[src/rtl/bp_mc_bridge_pkg.sv]
// Shared definitions for the BP<->manycore bridge request scheduler:
// fence FSM states and reg_id pool sizing.
package bp_mc_bridge_pkg;

  localparam int bsg_manycore_reg_id_width_gp = 5;
  localparam int num_reg_ids_gp = 2 ** bsg_manycore_reg_id_width_gp;

  typedef enum logic [1:0] {
    e_fence_idle,
    e_fence_drain,
    e_fence_done
  } bp_mc_fence_state_e;

endpackage

[src/rtl/bp_mc_reg_id_pool.sv]
// reg_id free pool: busy bitmap, lowest-free encode, owner table,
// two release ports and sticky detection of bad releases.
module bp_mc_reg_id_pool
  import bp_mc_bridge_pkg::*;
#(
  parameter int owner_width_p = 1,
  localparam int id_width_lp = bsg_manycore_reg_id_width_gp
) (
  input  logic                     clk_i,
  input  logic                     reset_i,
  input  logic                     alloc_v_i,
  input  logic [owner_width_p-1:0] alloc_owner_i,
  output logic                     free_v_o,
  output logic [id_width_lp-1:0]   free_id_o,
  input  logic                     release_a_v_i,
  input  logic [id_width_lp-1:0]   release_a_id_i,
  input  logic                     release_b_v_i,
  input  logic [id_width_lp-1:0]   release_b_id_i,
  input  logic [id_width_lp-1:0]   lookup_id_i,
  output logic [owner_width_p-1:0] lookup_owner_o,
  output logic [1:0]               release_count_o,
  output logic                     error_o
);

  logic [num_reg_ids_gp-1:0] busy_r, busy_n;
  logic [owner_width_p-1:0]  owner_r [num_reg_ids_gp];
  logic                      rel_a_ok, rel_b_ok, same_id, bad_release, error_r;

  // Scan downward so the lowest free index is the last one written.
  always_comb begin
    free_v_o  = 1'b0;
    free_id_o = '0;
    for (int i = num_reg_ids_gp - 1; i >= 0; i--) begin
      if (!busy_r[i]) begin
        free_v_o  = 1'b1;
        free_id_o = id_width_lp'(i);
      end
    end
  end

  // Only releases of busy ids free anything; a duplicate id on port b is dropped.
  assign same_id     = release_a_v_i & release_b_v_i & (release_a_id_i == release_b_id_i);
  assign rel_a_ok    = release_a_v_i & busy_r[release_a_id_i];
  assign rel_b_ok    = release_b_v_i & busy_r[release_b_id_i] & ~same_id;
  assign bad_release = (release_a_v_i & ~busy_r[release_a_id_i])
                     | (release_b_v_i & ~busy_r[release_b_id_i])
                     | same_id;

  assign release_count_o = {1'b0, rel_a_ok} + {1'b0, rel_b_ok};
  assign lookup_owner_o  = owner_r[lookup_id_i];
  assign error_o         = error_r;

  always_comb begin
    busy_n = busy_r;
    if (rel_a_ok) busy_n[release_a_id_i] = 1'b0;
    if (rel_b_ok) busy_n[release_b_id_i] = 1'b0;
    if (alloc_v_i) busy_n[free_id_o] = 1'b1;
  end

  always_ff @(posedge clk_i or posedge reset_i) begin
    if (reset_i) begin
      busy_r  <= '0;
      error_r <= 1'b0;
      for (int i = 0; i < num_reg_ids_gp; i++) owner_r[i] <= '0;
    end else begin
      busy_r <= busy_n;
      if (bad_release) error_r <= 1'b1;
      if (alloc_v_i) owner_r[free_id_o] <= alloc_owner_i;
    end
  end

endmodule

[src/rtl/bp_mc_bridge_req_scheduler.sv]
// Round-robin scheduler of requester packets onto the manycore endpoint link,
// with reg_id allocation, credit limiting, response routing and a drain fence.
module bp_mc_bridge_req_scheduler
  import bp_mc_bridge_pkg::*;
#(
  parameter int num_req_p         = 2,
  parameter int mc_addr_width_p   = 10,
  parameter int mc_data_width_p   = 32,
  parameter int mc_x_cord_width_p = 4,
  parameter int mc_y_cord_width_p = 4,
  parameter int max_out_credits_p = 16,
  localparam int owner_width_lp   = $clog2(num_req_p),
  localparam int credit_width_lp  = $clog2(max_out_credits_p + 1),
  localparam int reg_id_width_lp  = bsg_manycore_reg_id_width_gp,
  localparam int packet_width_lp  = mc_addr_width_p + mc_data_width_p + mc_x_cord_width_p
                                  + mc_y_cord_width_p + reg_id_width_lp
) (
  input  logic                                      clk_i,
  input  logic                                      reset_i,
  input  logic [num_req_p-1:0]                      req_v_i,
  input  logic [num_req_p-1:0][packet_width_lp-1:0] req_packet_i,
  output logic [num_req_p-1:0]                      req_yumi_o,
  output logic                                      out_v_o,
  output logic [packet_width_lp-1:0]                out_packet_o,
  input  logic                                      out_ready_i,
  input  logic                                      returned_v_i,
  input  logic [reg_id_width_lp-1:0]                returned_reg_id_i,
  input  logic                                      returned_yumi_i,
  input  logic                                      returned_credit_v_i,
  input  logic [reg_id_width_lp-1:0]                returned_credit_reg_id_i,
  output logic [owner_width_lp-1:0]                 returned_owner_o,
  input  logic                                      fence_v_i,
  output logic                                      fence_ready_o,
  output logic                                      fence_done_o,
  output logic [credit_width_lp-1:0]                credits_used_o,
  output logic                                      error_o
);

  logic [owner_width_lp-1:0]  rr_r, winner, idx_w;
  logic                       found, grant_ok, accept, free_v;
  logic [reg_id_width_lp-1:0] free_id;
  logic [1:0]                 release_count;
  logic [credit_width_lp-1:0] credits_r;
  bp_mc_fence_state_e         state_r, state_n;
  logic                       unused_reg_id_fields;
  int                         idx;

  // The reg_id field of incoming packets is overwritten, so it is never read.
  always_comb begin
    unused_reg_id_fields = 1'b0;
    for (int k = 0; k < num_req_p; k++)
      unused_reg_id_fields = unused_reg_id_fields ^ (^req_packet_i[k][reg_id_width_lp-1:0]);
  end

  always_comb begin
    found  = 1'b0;
    winner = '0;
    idx    = 0;
    idx_w  = '0;
    for (int i = 0; i < num_req_p; i++) begin
      idx = int'(rr_r) + i;
      if (idx >= num_req_p) idx = idx - num_req_p;
      idx_w = owner_width_lp'(idx);
      if (!found && req_v_i[idx_w]) begin
        found  = 1'b1;
        winner = idx_w;
      end
    end
  end

  assign grant_ok     = (credits_r < credit_width_lp'(max_out_credits_p)) & free_v
                      & (state_r == e_fence_idle);
  assign out_v_o      = found & grant_ok;
  assign accept       = out_v_o & out_ready_i;
  assign req_yumi_o   = num_req_p'(accept) << winner;
  assign out_packet_o = {req_packet_i[winner][packet_width_lp-1:reg_id_width_lp], free_id};
  assign credits_used_o = credits_r;

  bp_mc_reg_id_pool #(.owner_width_p(owner_width_lp)) pool (
    .clk_i          (clk_i),
    .reset_i        (reset_i),
    .alloc_v_i      (accept),
    .alloc_owner_i  (winner),
    .free_v_o       (free_v),
    .free_id_o      (free_id),
    .release_a_v_i  (returned_v_i & returned_yumi_i),
    .release_a_id_i (returned_reg_id_i),
    .release_b_v_i  (returned_credit_v_i),
    .release_b_id_i (returned_credit_reg_id_i),
    .lookup_id_i    (returned_reg_id_i),
    .lookup_owner_o (returned_owner_o),
    .release_count_o(release_count),
    .error_o        (error_o)
  );

  always_ff @(posedge clk_i or posedge reset_i) begin
    if (reset_i) begin
      rr_r      <= '0;
      credits_r <= '0;
      state_r   <= e_fence_idle;
    end else begin
      state_r   <= state_n;
      credits_r <= credits_r + credit_width_lp'(accept) - credit_width_lp'(release_count);
      if (accept)
        rr_r <= (winner == owner_width_lp'(num_req_p - 1)) ? '0 : winner + 1'b1;
    end
  end

  always_comb begin
    state_n       = state_r;
    fence_ready_o = 1'b0;
    fence_done_o  = 1'b0;
    unique case (state_r)
      e_fence_idle: begin
        fence_ready_o = 1'b1;
        if (fence_v_i) state_n = e_fence_drain;
      end
      e_fence_drain: begin
        if (credits_r == '0) state_n = e_fence_done;
      end
      e_fence_done: begin
        fence_done_o = 1'b1;
        state_n      = e_fence_idle;
      end
      default: state_n = e_fence_idle;
    endcase
  end

endmodule

[config.mk]
export PLATFORM = sky130hd
export DESIGN_NAME = bp_mc_bridge_req_scheduler
export DESIGN_NICKNAME = d
export VERILOG_FILES = /design/src/rtl/bp_mc_bridge_pkg.sv /design/src/rtl/bp_mc_reg_id_pool.sv /design/src/rtl/bp_mc_bridge_req_scheduler.sv
export SDC_FILE = /design/constraint.sdc
export NUM_CORES = 1
export LEC_CHECK = 0
export ABC_AREA = 0
export CORE_MARGIN = 8
export CORE_UTILIZATION = 48
export CTS_BUF_LIST = sky130_fd_sc_hd__clkbuf_8
export CTS_CLUSTER_SIZE = 24
export DETAILED_ROUTE_END_ITERATION = 8
export PLACE_DENSITY = 0.82
export RECOVER_POWER = 50
export SLEW_MARGIN = 20
export SYNTH_ARGS = -nofsm -noshare
export SYNTH_HDL_FRONTEND = slang
export SYNTH_SLANG_ARGS = --single-unit
[constraint.sdc]
create_clock -name clk_i -period 4.5 [get_ports clk_i]
set_input_delay 1.125 -clock clk_i [delete_from_list [all_inputs] [get_ports clk_i]]
set_output_delay 1.125 -clock clk_i [all_outputs]
set_load 0.05 [all_outputs]
==> results of run 1 <==
[report_power, final]
| part | leakage (uW) | switching (uW) | internal, uW |
|---|---|---|---|
| logic | 0.00259 | 920 | 642 |
| clock network | 0.0000908 | 263 | 200 |
| registers | 0.000988 | 85.8 | 712 |
[Yosys cell counts (3+ instances only)]
cell type / instances / area share (%)
buf_2: 12 / 1.0
nand4_1: 19 / 2.0
clkbuf_1: 28 / 1.8
mux4_2: 13 / 5.0
inv_1: 18 / 1.2
mux2i_1: 18 / 3.1
a31oi_1: 4 / 0.43
o31ai_1: 40 / 5.2
nand2b_1: 9 / 0.97
or3_1: 6 / 0.65
nand2_1: 178 / 12
xor2_1: 6 / 0.91
o22ai_1: 14 / 1.5
o221ai_1: 7 / 1.1
nor4_1: 13 / 1.4
buf_6: 5 / 0.97
o41ai_1: 8 / 1.2
nor3_1: 32 / 2.8
nor2b_1: 11 / 1.2
buf_1: 4 / 0.26
dfrtp_1: 73 / 32
ha_1: 6 / 1.3
a211oi_1: 8 / 1.0
mux2_2: 26 / 5.0
nor2_1: 19 / 1.2
and4_1: 8 / 1.2
nand3b_1: 3 / 0.39
buf_4: 3 / 0.39
o21ai_1: 18 / 1.6
nand3_1: 15 / 1.3
o211ai_1: 11 / 1.4
o21ai_0: 7 / 0.60
a21oi_1: 8 / 0.69
[cell families after synthesis]
| logic type | after synthesis |
|---|---|
| mux | 60 |
| compound gates | 147 |
| flops | 73 |
| buf+inv | 70 |
| xor+xnor | 8 |
| simple gates | 329 |
| fa+ha+maj | 8 |
[stage by stage]
| stage | setup TNS (ns) | power [uW] | area (sq um) | util, % | std cells |
|---|---|---|---|---|---|
| floorplan | 0 | 1630 | 5800 | - | 695 |
| global placement | 0 | 2340 | 8430 | 70.8 | 1011 |
| detailed placement | -0.0247 | 2370 | 8430 | 70.8 | 1011 |
| CTS | 0 | 2840 | 8600 | 72.2 | 1027 |
| global route | 0 | 2960 | 8600 | 72.2 | 1030 |
| finish | 0 | 2820 | 8600 | 72.2 | 1030 |
[area by class of cell]
type | count | area, sq um | share of cell area [%]
diodes | 3 | 7.51 | 0.0873
clock buffers | 9 | 124 | 1.44
clock inverters | 7 | 47.5 | 0.553
inverters | 18 | 67.6 | 0.786
multi-input cells | 552 | 3670 | 42.6
flip-flops and latches | 73 | 1830 | 21.2
well taps | 147 | 184 | 2.14
repair buffers | 221 | 2680 | 31.1
[flip-flops by register name, indices dropped and copies added, names as in the netlist]
| register | cells |
|---|---|
| pool.error_o | 1 |
| pool.busy_r | 32 |
| credits_used_o | 5 |
| state_r | 2 |
| rr_r | 1 |
| pool.owner_r | 32 |
[placed cells by master, fill, tap and decap left out, types with 3 or more instances in the layout]
master / count
nand2_1: 178
clkdlybuf4s50_1: 120
dfrtp_1: 73
buf_12: 56
o31ai_1: 40
nor3_1: 32
buf_4: 31
mux2_2: 26
inv_1: 19
nor2_1: 19
nand4_1: 19
mux2i_1: 18
o21ai_1: 17
nand3_1: 15
o22ai_1: 14
nor4_1: 13
mux4_2: 13
o211ai_1: 11
nor2b_1: 11
dlygate4sd3_1: 11
nand2b_1: 9
clkbuf_8: 9
and4_1: 8
a21oi_1: 8
o41ai_1: 8
a211oi_1: 8
o21ai_0: 7
o221ai_1: 7
or3_1: 6
xor2_1: 6
ha_1: 6
a31oi_1: 4
diode_2: 3
nand3b_1: 3
clkbuf_1: 3
[worst max-delay path by stage]
stage                                    to  cells past startpoint
after floorplan               req_yumi_o[0]                      5
after global placement    credits_used_o[3]                     16
after detailed placement  credits_used_o[3]                     16
after CTS                  returned_owner_o                      6
after global routing       returned_owner_o                      6
final                      returned_owner_o                      6
[critical path: cells and delay by family]
kind | cells | cell delay, ns
AOI/OAI and AO/OA | 1 | 0.35
muxes | 1 | 0.55
buffers and inverters | 3 | 1.07
and+or+nand+nor | 1 | 0.18
[metal layers]
layer  up-vias  global-route usage (%)  share of wire (%)  wire length [um]
met3       104                    10.4                 12              2900
li1       2945                       -                  -                 -
met2       489                    50.3                 47             11400
met5         -                       0                  0                 0
met4         0                    14.6                4.9              1200
met1      3132                    34.6                 36              8780
==> impl_summary.log, run 1 <==
INFO  metric crit_fanout = 11
INFO  metric preCtsSetupSlack = -0.0247 ns
INFO  metric drt_drc_violations_left = 0
INFO  metric cells_on_worst_hold_path = 1
INFO  metric worst_margin_slew = 1.85 ns
INFO  metric violations = capacitance limit, slew limit
INFO  metric final.period_utilization = 97.9%
INFO  metric hold_viol_final = 0
INFO  metric start_util = 48.7%
INFO  metric cts_max_path_buffers = 2
INFO  metric placement_rows = 40
INFO  metric layout_min_cycle_time = 4.40 ns
INFO  metric initial_antenna_violation_count = 3
INFO  metric final.setup_skew = 0.0145 ns
INFO  metric design.final.nets = 1,012
INFO  metric cts_made_buffers = 9
INFO  metric htreeDepth = 3
INFO  metric synth_nets = 832
INFO  metric setup_viol = 0
INFO  metric worst-endpoint-arrival = 3.28 ns
INFO  metric grt_max_degree = 37
INFO  metric cts_setup_buffers = 0
INFO  metric drt_first_iter_violations = 798
INFO  metric track_usage = 30.4%
INFO  metric reg2reg_start = pool.busy_r[9]
INFO  metric hold_path.startpoint = pool.error_o
INFO  metric clk_pin_slew = 0.08 ns
INFO  metric finalWorstSetupSlack = 0.0961 ns
INFO  metric static-leakage-power = 0.00367 uW
INFO  metric unrepaired_setup_endpoints_after_global_routing = no
INFO  metric synth_enable_flop_cells = 0
INFO  metric dominant_combinational_cell_family_by_area_after_synthesis = simple AND/OR/NAND/NOR gates
INFO  metric critical_path_class = in -> out
INFO  metric worstReg2RegEnd = credits_used_o[2]
INFO  metric post_cts.resized_instances = 0
INFO  metric grt_first_pass_wirelength = 38,100 um
INFO  metric hold_buffers = 0
INFO  metric area_growth_syn_to_layout = 48.3%
INFO  metric cp_slowest_stage_delay = 0.55 ns
INFO  metric numPortBuffers = 185
INFO  metric io-pin-count = 196
INFO  metric detailroute.via_count = 6,670
INFO  metric post_synth_inst_count = 695
INFO  metric post_synth_mux_area_share = 14.0%
INFO  metric hpwl = 19,000 um
INFO  metric avgRoutedWirePerCell = 23.6 um
INFO  metric worstSkewPairLatency = 0.36 ns
INFO  metric syn_avg_cell_area = 8.34 sq um
INFO  metric final_antenna_net_count = 0
INFO  metric critPathLaunchType = input port
INFO  metric via_per_instance_ratio = 6.48
INFO  metric vdd_drop_max = 0.000211 V
INFO  metric netlist_area = 5800 sq um
INFO  metric finalWirelength = 24,300 um
INFO  metric pwr_density_cell = 328 nW/um^2
INFO  metric first_global_vias = 6,851
INFO  metric synth-seq-area-share = 31.5%
INFO  metric num-fill-cells = 893
INFO  metric critical_path_required = 3.38 ns
INFO  metric synth-xor-area-share = 1.21%
INFO  metric cap_violations = 1
INFO  metric timing.reg2reg.setup_slack = 1.23 ns
INFO  metric synth-async-reset-ratio = 100%
INFO  metric whs = 0.466 ns
INFO  metric worst_slew_margin_rel = -23.1%
INFO  metric cts_sinks = 73
INFO  metric design.die.area = 15,900 sq um
INFO  metric hp-class = reg -> reg
INFO  metric max_freq = 227 MHz
INFO  metric grt-ovfl-total = 0
INFO  metric status = complete, but fails checks
INFO  metric critical_path.most_common_cell = buf_4
INFO  metric final_layout_size_suffix_gt1_share = 17.3%
INFO  metric synth_flop_cell = dfrtp_1
INFO  metric gp_congestion = 1.07
INFO  metric firstDrtPassIters = 6
INFO  metric synth-adder-area-share = 1.99%
INFO  metric synth_compound_area_share = 18.6%
INFO  metric synth-simple-area-share = 27.1%
INFO  metric worst_hold_path.endpoint = pool.error_o
INFO  metric critPathLaunch = returned_reg_id_i[0]
INFO  metric timing.reg2reg.worst_path_depth = 10
INFO  metric cp_cell_sequence = clkdlybuf4s50_1, buf_4, mux4_2, a32oi_1, nand4_1, buf_4
INFO  metric die_width = 126 um
INFO  metric slowest_stage = mux4_2
INFO  metric number_of_distinct_library_cell_variants_in_the_gate_level_netlist_after_synthesis = 63
INFO  metric cts-root-buf = clkbuf_8
INFO  metric synth-seq-cells = 73
INFO  metric chipHeight = 126 um
INFO  metric slew_violations = 36
INFO  metric core_outline_area = 11,900 sq um
INFO  metric setup.worst_path.end_class = output pin
INFO  metric cts_tree = done
INFO  metric synth_warnings = 0
Power figures use the tool's default switching activity.
==> run 2: changes to the inputs <==
--- a/config.mk
+++ b/config.mk
@@ -6,7 +6,7 @@
 export NUM_CORES = 1
 export LEC_CHECK = 0
 export ABC_AREA = 0
-export CORE_MARGIN = 8
+export CORE_MARGIN = 1.5
 export CORE_UTILIZATION = 48
 export CTS_BUF_LIST = sky130_fd_sc_hd__clkbuf_8
 export CTS_CLUSTER_SIZE = 24
==> run 2 against run 1 <==
The flow now finishes without violations. Global-route usage is 7.8 points higher. Cell count is 0.87% lower. Critical path depth is 1 higher. Power is 4.4% higher. Cell area is 0.19% lower. Utilization is 1.7 points higher.
==> impl_summary.log, run 2 (synthesis gave the netlist of run 1 again) <==
INFO  metric firstDrtPassIters = 8 (+2)
INFO  metric post_cts.resized_instances = 0 (unchanged)
INFO  metric slew_violations = 0 (-100%)
INFO  metric cap_violations = 0 (-1)
INFO  metric initial_antenna_violation_count = 1 (-2)
INFO  metric crit_fanout = 9 (-2)
INFO  metric chipHeight = 113 um (-10%)
INFO  metric cp_cell_sequence = clkdlybuf4s50_1, buf_4, buf_4, mux4_2, a31oi_1, nand4_1, buf_4
INFO  metric grt_max_degree = 77 (+110%)
INFO  metric cts_made_buffers = 9 (unchanged)
INFO  metric final_layout_size_suffix_gt1_share = 17.0% (-0.28 points)
INFO  metric detailroute.via_count = 6,702 (+0.48%)
INFO  metric hold_buffers = 0 (unchanged)
INFO  metric critPathLaunchType = input port
INFO  metric design.die.area = 12,700 sq um (-20%)
INFO  metric setup_viol = 0 (unchanged)
INFO  metric final.period_utilization = 95.3% (-2.5 points)
INFO  metric critical_path.most_common_cell = buf_4
INFO  metric pwr_density_cell = 343 nW/um^2 (+4.6%)
INFO  metric final_common_cell = nand2_1
INFO  metric worst_slew_margin_rel = 10.2% (+33 points)
INFO  metric cts_sinks = 73 (unchanged)
INFO  metric start_util = 49.9% (+1.2 points)
INFO  metric worst-path-buf-inv = 4 (+1)
INFO  metric vdd_drop_max = 0.000243 V (+15%)
INFO  metric drt_drc_violations_left = 0 (unchanged)
INFO  metric grt_first_pass_wirelength = 37,500 um (-1.7%)
INFO  metric finalWirelength = 24,100 um (-0.90%)
INFO  metric final.setup_skew = 0.0128 ns (-0.00178 ns)
INFO  metric placement_rows = 39 (-2.5%)
INFO  metric via_per_instance_ratio = 6.56 (+1.4%)
INFO  metric layout_min_cycle_time = 4.29 ns (-0.115 ns)
INFO  metric cp_slowest_stage_delay = 0.53 ns (-0.02 ns)
INFO  metric critical_path_required = 3.38 ns (about the same)
INFO  metric worst_margin_slew = 1.34 ns (-0.501 ns)
INFO  metric setup.worst_path.end_class = output pin
INFO  metric numPortBuffers = 185 (unchanged)
INFO  metric static-leakage-power = 0.00366 uW (-0.28%)
INFO  metric die_width = 113 um (-10%)
INFO  metric area_growth_syn_to_layout = 48.1%
INFO  metric cts_max_path_buffers = 2 (unchanged)
INFO  metric hp-class = reg -> reg
INFO  metric first_global_vias = 6,890 (+0.57%)
INFO  metric io-pin-count = 196 (unchanged)
INFO  metric grt-ovfl-total = 0 (unchanged)
INFO  metric htreeDepth = 3 (unchanged)
INFO  metric cts_tree = done
INFO  metric cts-root-buf = clkbuf_8
INFO  metric clk_pin_slew = 0.08 ns (about the same)
INFO  metric hold_viol_final = 0 (unchanged)
INFO  metric design.final.nets = 1,009 (-0.30%)
INFO  metric gp_congestion = 1.05 (-2.0%)
INFO  metric hpwl = 18,200 um (-4.3%)
INFO  metric final_core_utilization = 73.9% (+1.7 points)
INFO  metric unrepaired_setup_endpoints_after_global_routing = no
INFO  metric final_antenna_net_count = 0 (unchanged)
INFO  metric crit_family = buffers and inverters
INFO  metric slowest_stage = clkdlybuf4s50_1
INFO  metric critical_path_class = in -> out
INFO  metric avgRoutedWirePerCell = 23.6 um (about the same)
INFO  metric cts_setup_buffers = 0 (unchanged)
INFO  metric track_usage = 38.2% (+7.8 points)
INFO  metric layout.cells.most_common_list = nand2_1 (178), clkdlybuf4s50_1 (120), dfrtp_1 (73), buf_12 (53), o31ai_1 (40)
INFO  metric max_freq = 233 MHz (+2.7%)
INFO  metric timing.reg2reg.setup_slack = 1.16 ns (-0.07 ns)
INFO  metric final.setup.tns = 0 ns (unchanged)
INFO  metric drt_first_iter_violations = 883 (+11%)
INFO  metric worstSkewPairLatency = 0.36 ns (about the same)
INFO  metric core_outline_area = 11,600 sq um (-2.5%)
INFO  metric worst-endpoint-arrival = 3.16 ns (-0.12 ns)
INFO  metric status = finished, final reports clean
run 2: layout make-up:
cell class,count,area (sq um)
well taps,143,179
repair buffers,218,2620
flip-flops and latches,73,1830
multi-input cells,552,3670
fillers,840,3030
inverters,18,67.6
clock buffers,9,124
clock inverters,7,101
diodes,1,2.50
run 2: through the flow:
stage | area [sq um] | cells | total power (uW) | hold slack, ns | worst slack [ns]
2_1_floorplan | 5800 | 695 | 1630 | 0.456 | 0.0554
3_3_place_gp | 8370 | 1004 | 2330 | 0.459 | 0.00746
3_5_place_dp | 8370 | 1004 | 2370 | 0.479 | -0.0384
4_1_cts | 8590 | 1020 | 2960 | 0.497 | 0.210
5_1_grt | 8580 | 1021 | 3060 | 0.533 | 0.0799
6_report | 8580 | 1021 | 2950 | 0.494 | 0.211
run 2: where the power goes:
part           total [uW]  internal (uW)  switching, uW
registers             793            712           80.7
logic                1560            628            935
clock network         590            317            273
total                2950           1660           1290
run 2: routing by layer:
metal / routed length [um] / track usage, % / vias to the layer above / share of wire (%)
met5: 0 / 0 / - / 0
met2: 11500 / 64.0 / 508 / 48
met1: 8710 / 46.4 / 3162 / 36
li1: - / - / 2926 / -
met3: 2570 / 7.98 / 106 / 11
met4: 1350 / 20.6 / 0 / 5.6
run 2: worst paths after layout:
check,startpoint,to,depth (start not counted)
min,pool.error_o,pool.error_o,1
max in group asynchronous,reset_i,pool.owner_r[8],3
max reg2reg,pool.busy_r[9],credits_used_o[2],10
min reg2reg,pool.error_o,pool.error_o,1
min in group asynchronous,reset_i,credits_used_o[1],2
max,returned_reg_id_i[0],returned_owner_o,7
==> RTL edit: new RTL, config.mk and constraints of run 1 <==
Make the reset (`reset_i`) synchronous in 2 clocked blocks.
--- a/src/rtl/bp_mc_reg_id_pool.sv
+++ b/src/rtl/bp_mc_reg_id_pool.sv
@@ -58,5 +58,5 @@
   end
 
-  always_ff @(posedge clk_i or posedge reset_i) begin
+  always_ff @(posedge clk_i) begin
     if (reset_i) begin
       busy_r  <= '0;
--- a/src/rtl/bp_mc_bridge_req_scheduler.sv
+++ b/src/rtl/bp_mc_bridge_req_scheduler.sv
@@ -94,5 +94,5 @@
   );
 
-  always_ff @(posedge clk_i or posedge reset_i) begin
+  always_ff @(posedge clk_i) begin
     if (reset_i) begin
       rr_r      <= '0;
Check against the original RTL: differs if reset_i is asserted again (counterexample within 4 cycles, from zero or initial values and one cycle with reset_i high); with reset_i held inactive, the same outputs for 4 cycles.
==> RTL edit against run 1 <==
  * Area after synthesis down 0.67%
  * Die area down 0.59%
  * Register-to-register slack worse by 0.11 ns
  * Via count down 6.9%
  * Worst setup slack better by 0.013 ns
  * Total power down 22%
  * Sequential cell count unchanged
  * Routed wire length up 3.0%
  * Design area down 7.5%
  * Synthesized cell count down 14%
  * Count of clock-buffer cells in the layout unchanged
==> RTL edit: results (changes against run 1) <==
Status
  • Outcome: finished, final reports clean

Critical path
  • Reg2reg end: credits_used_o[4]
  • Worst r2r path cells: 12 (+2)
  • Critical Path Max Stage Delay: 0.51 ns (-0.04 ns)
  • Slowest CP cell: clkdlybuf4s50_1
  • Worst path top cell family by delay: multiplexers
  • FF-to-FF Start: pool.busy_r[27]

Cells and area
  • Share of cells above drive strength 1: 26.0% (+8.7 points)
  • Nets: 916 (-9.5%)

Power
  • Switching part of the total: 40.7% (-4.2 points)
  • Gate power share: 43.2% (-12 points)
  • Combinational gate power: 0.000946 W (-39%)

Synthesis
  • Sequential cell area fraction in the yosys report: 30.9% (-0.57 points)
  • Synth Flop Type: dfxtp_1
  • Number of synthesized flops with an enable pin: 32 (+32)
  • Mean Syn Cell Area: 9.65 µm² (+16%)

Global route
  • Vias in the first global route: 6067 (-11%)
  • Grt met1 use: 34.6% (+0.063 points)
  • Met3 global-route usage: 7.69% (-2.7 points)
  • Largest net degree at the start of global routing: 49 (+32%)
  • Grt met2 use: 51.7% (+1.4 points)
  • Initial antenna violation count: 6 (+3)

Clocking
  • PostCTS Resize Cnt: 1 (+1)

Placement
  • GP Congestion: 0.980 (-8.3%)

Hold path
  • Worst Hold Depth: 2 (+1)

Route
  • Via count: 6208 (-6.9%)
-- RTL edit: kinds of logic after synthesis --
kind of cell             after synthesis  synth area share [%]
AND/OR/NAND/NOR                      198                  19.2
AO/OA/AOI/OAI                        146                  19.3
multiplexers                          83                  20.8
buffers and inverters                 82                  6.63
flip-flops                            73                  30.9
adder cells (fa/ha/maj)                8                  2.00
XOR/XNOR                               7                  1.06
-- RTL edit: final cells by class --
class	instances	area (µm²)
Tap cell	147	184
Clock inverter	7	45.0
Fill cell	957	3900
Timing Repair Buffer	233	2140
Inverter	20	75.1
Sequential cell	73	1780
Antenna cell	6	15.0
Clock buffer	9	124
Multi-Input combinational cell	442	3590
-- RTL edit: per-stage QoR --
| step | area [µm²] | worst slack [ns] | TNS (ns) | hold WS, ns | utilization (%) |
|---|---|---|---|---|---|
| detailed placement | 7810 | -0.262 | -0.813 | 0.482 | 65.9 |
| global route | 7960 | 0.0256 | 0 | 0.556 | 67.1 |
| CTS | 7980 | 0.0373 | 0 | 0.501 | 67.3 |
| finish | 7960 | 0.109 | 0 | 0.502 | 67.1 |
| floorplan | 5760 | 0.420 | 0 | 0.470 | - |
| global placement | 7810 | -0.230 | -0.748 | 0.455 | 65.9 |
-- RTL edit: worst max-delay path by stage --
stage / from / endpoint / slack [ns] / cells past startpoint
final: returned_reg_id_i[1] / returned_owner_o / 0.11 / 7
after global routing: returned_reg_id_i[1] / returned_owner_o / 0.03 / 7
after CTS: returned_reg_id_i[1] / returned_owner_o / 0.04 / 7
after detailed placement: returned_reg_id_i[0] / credits_used_o[4] / -0.26 / 14
after global placement: returned_reg_id_i[0] / credits_used_o[4] / -0.23 / 14
after floorplan: returned_reg_id_i[1] / returned_owner_o / 0.42 / 6
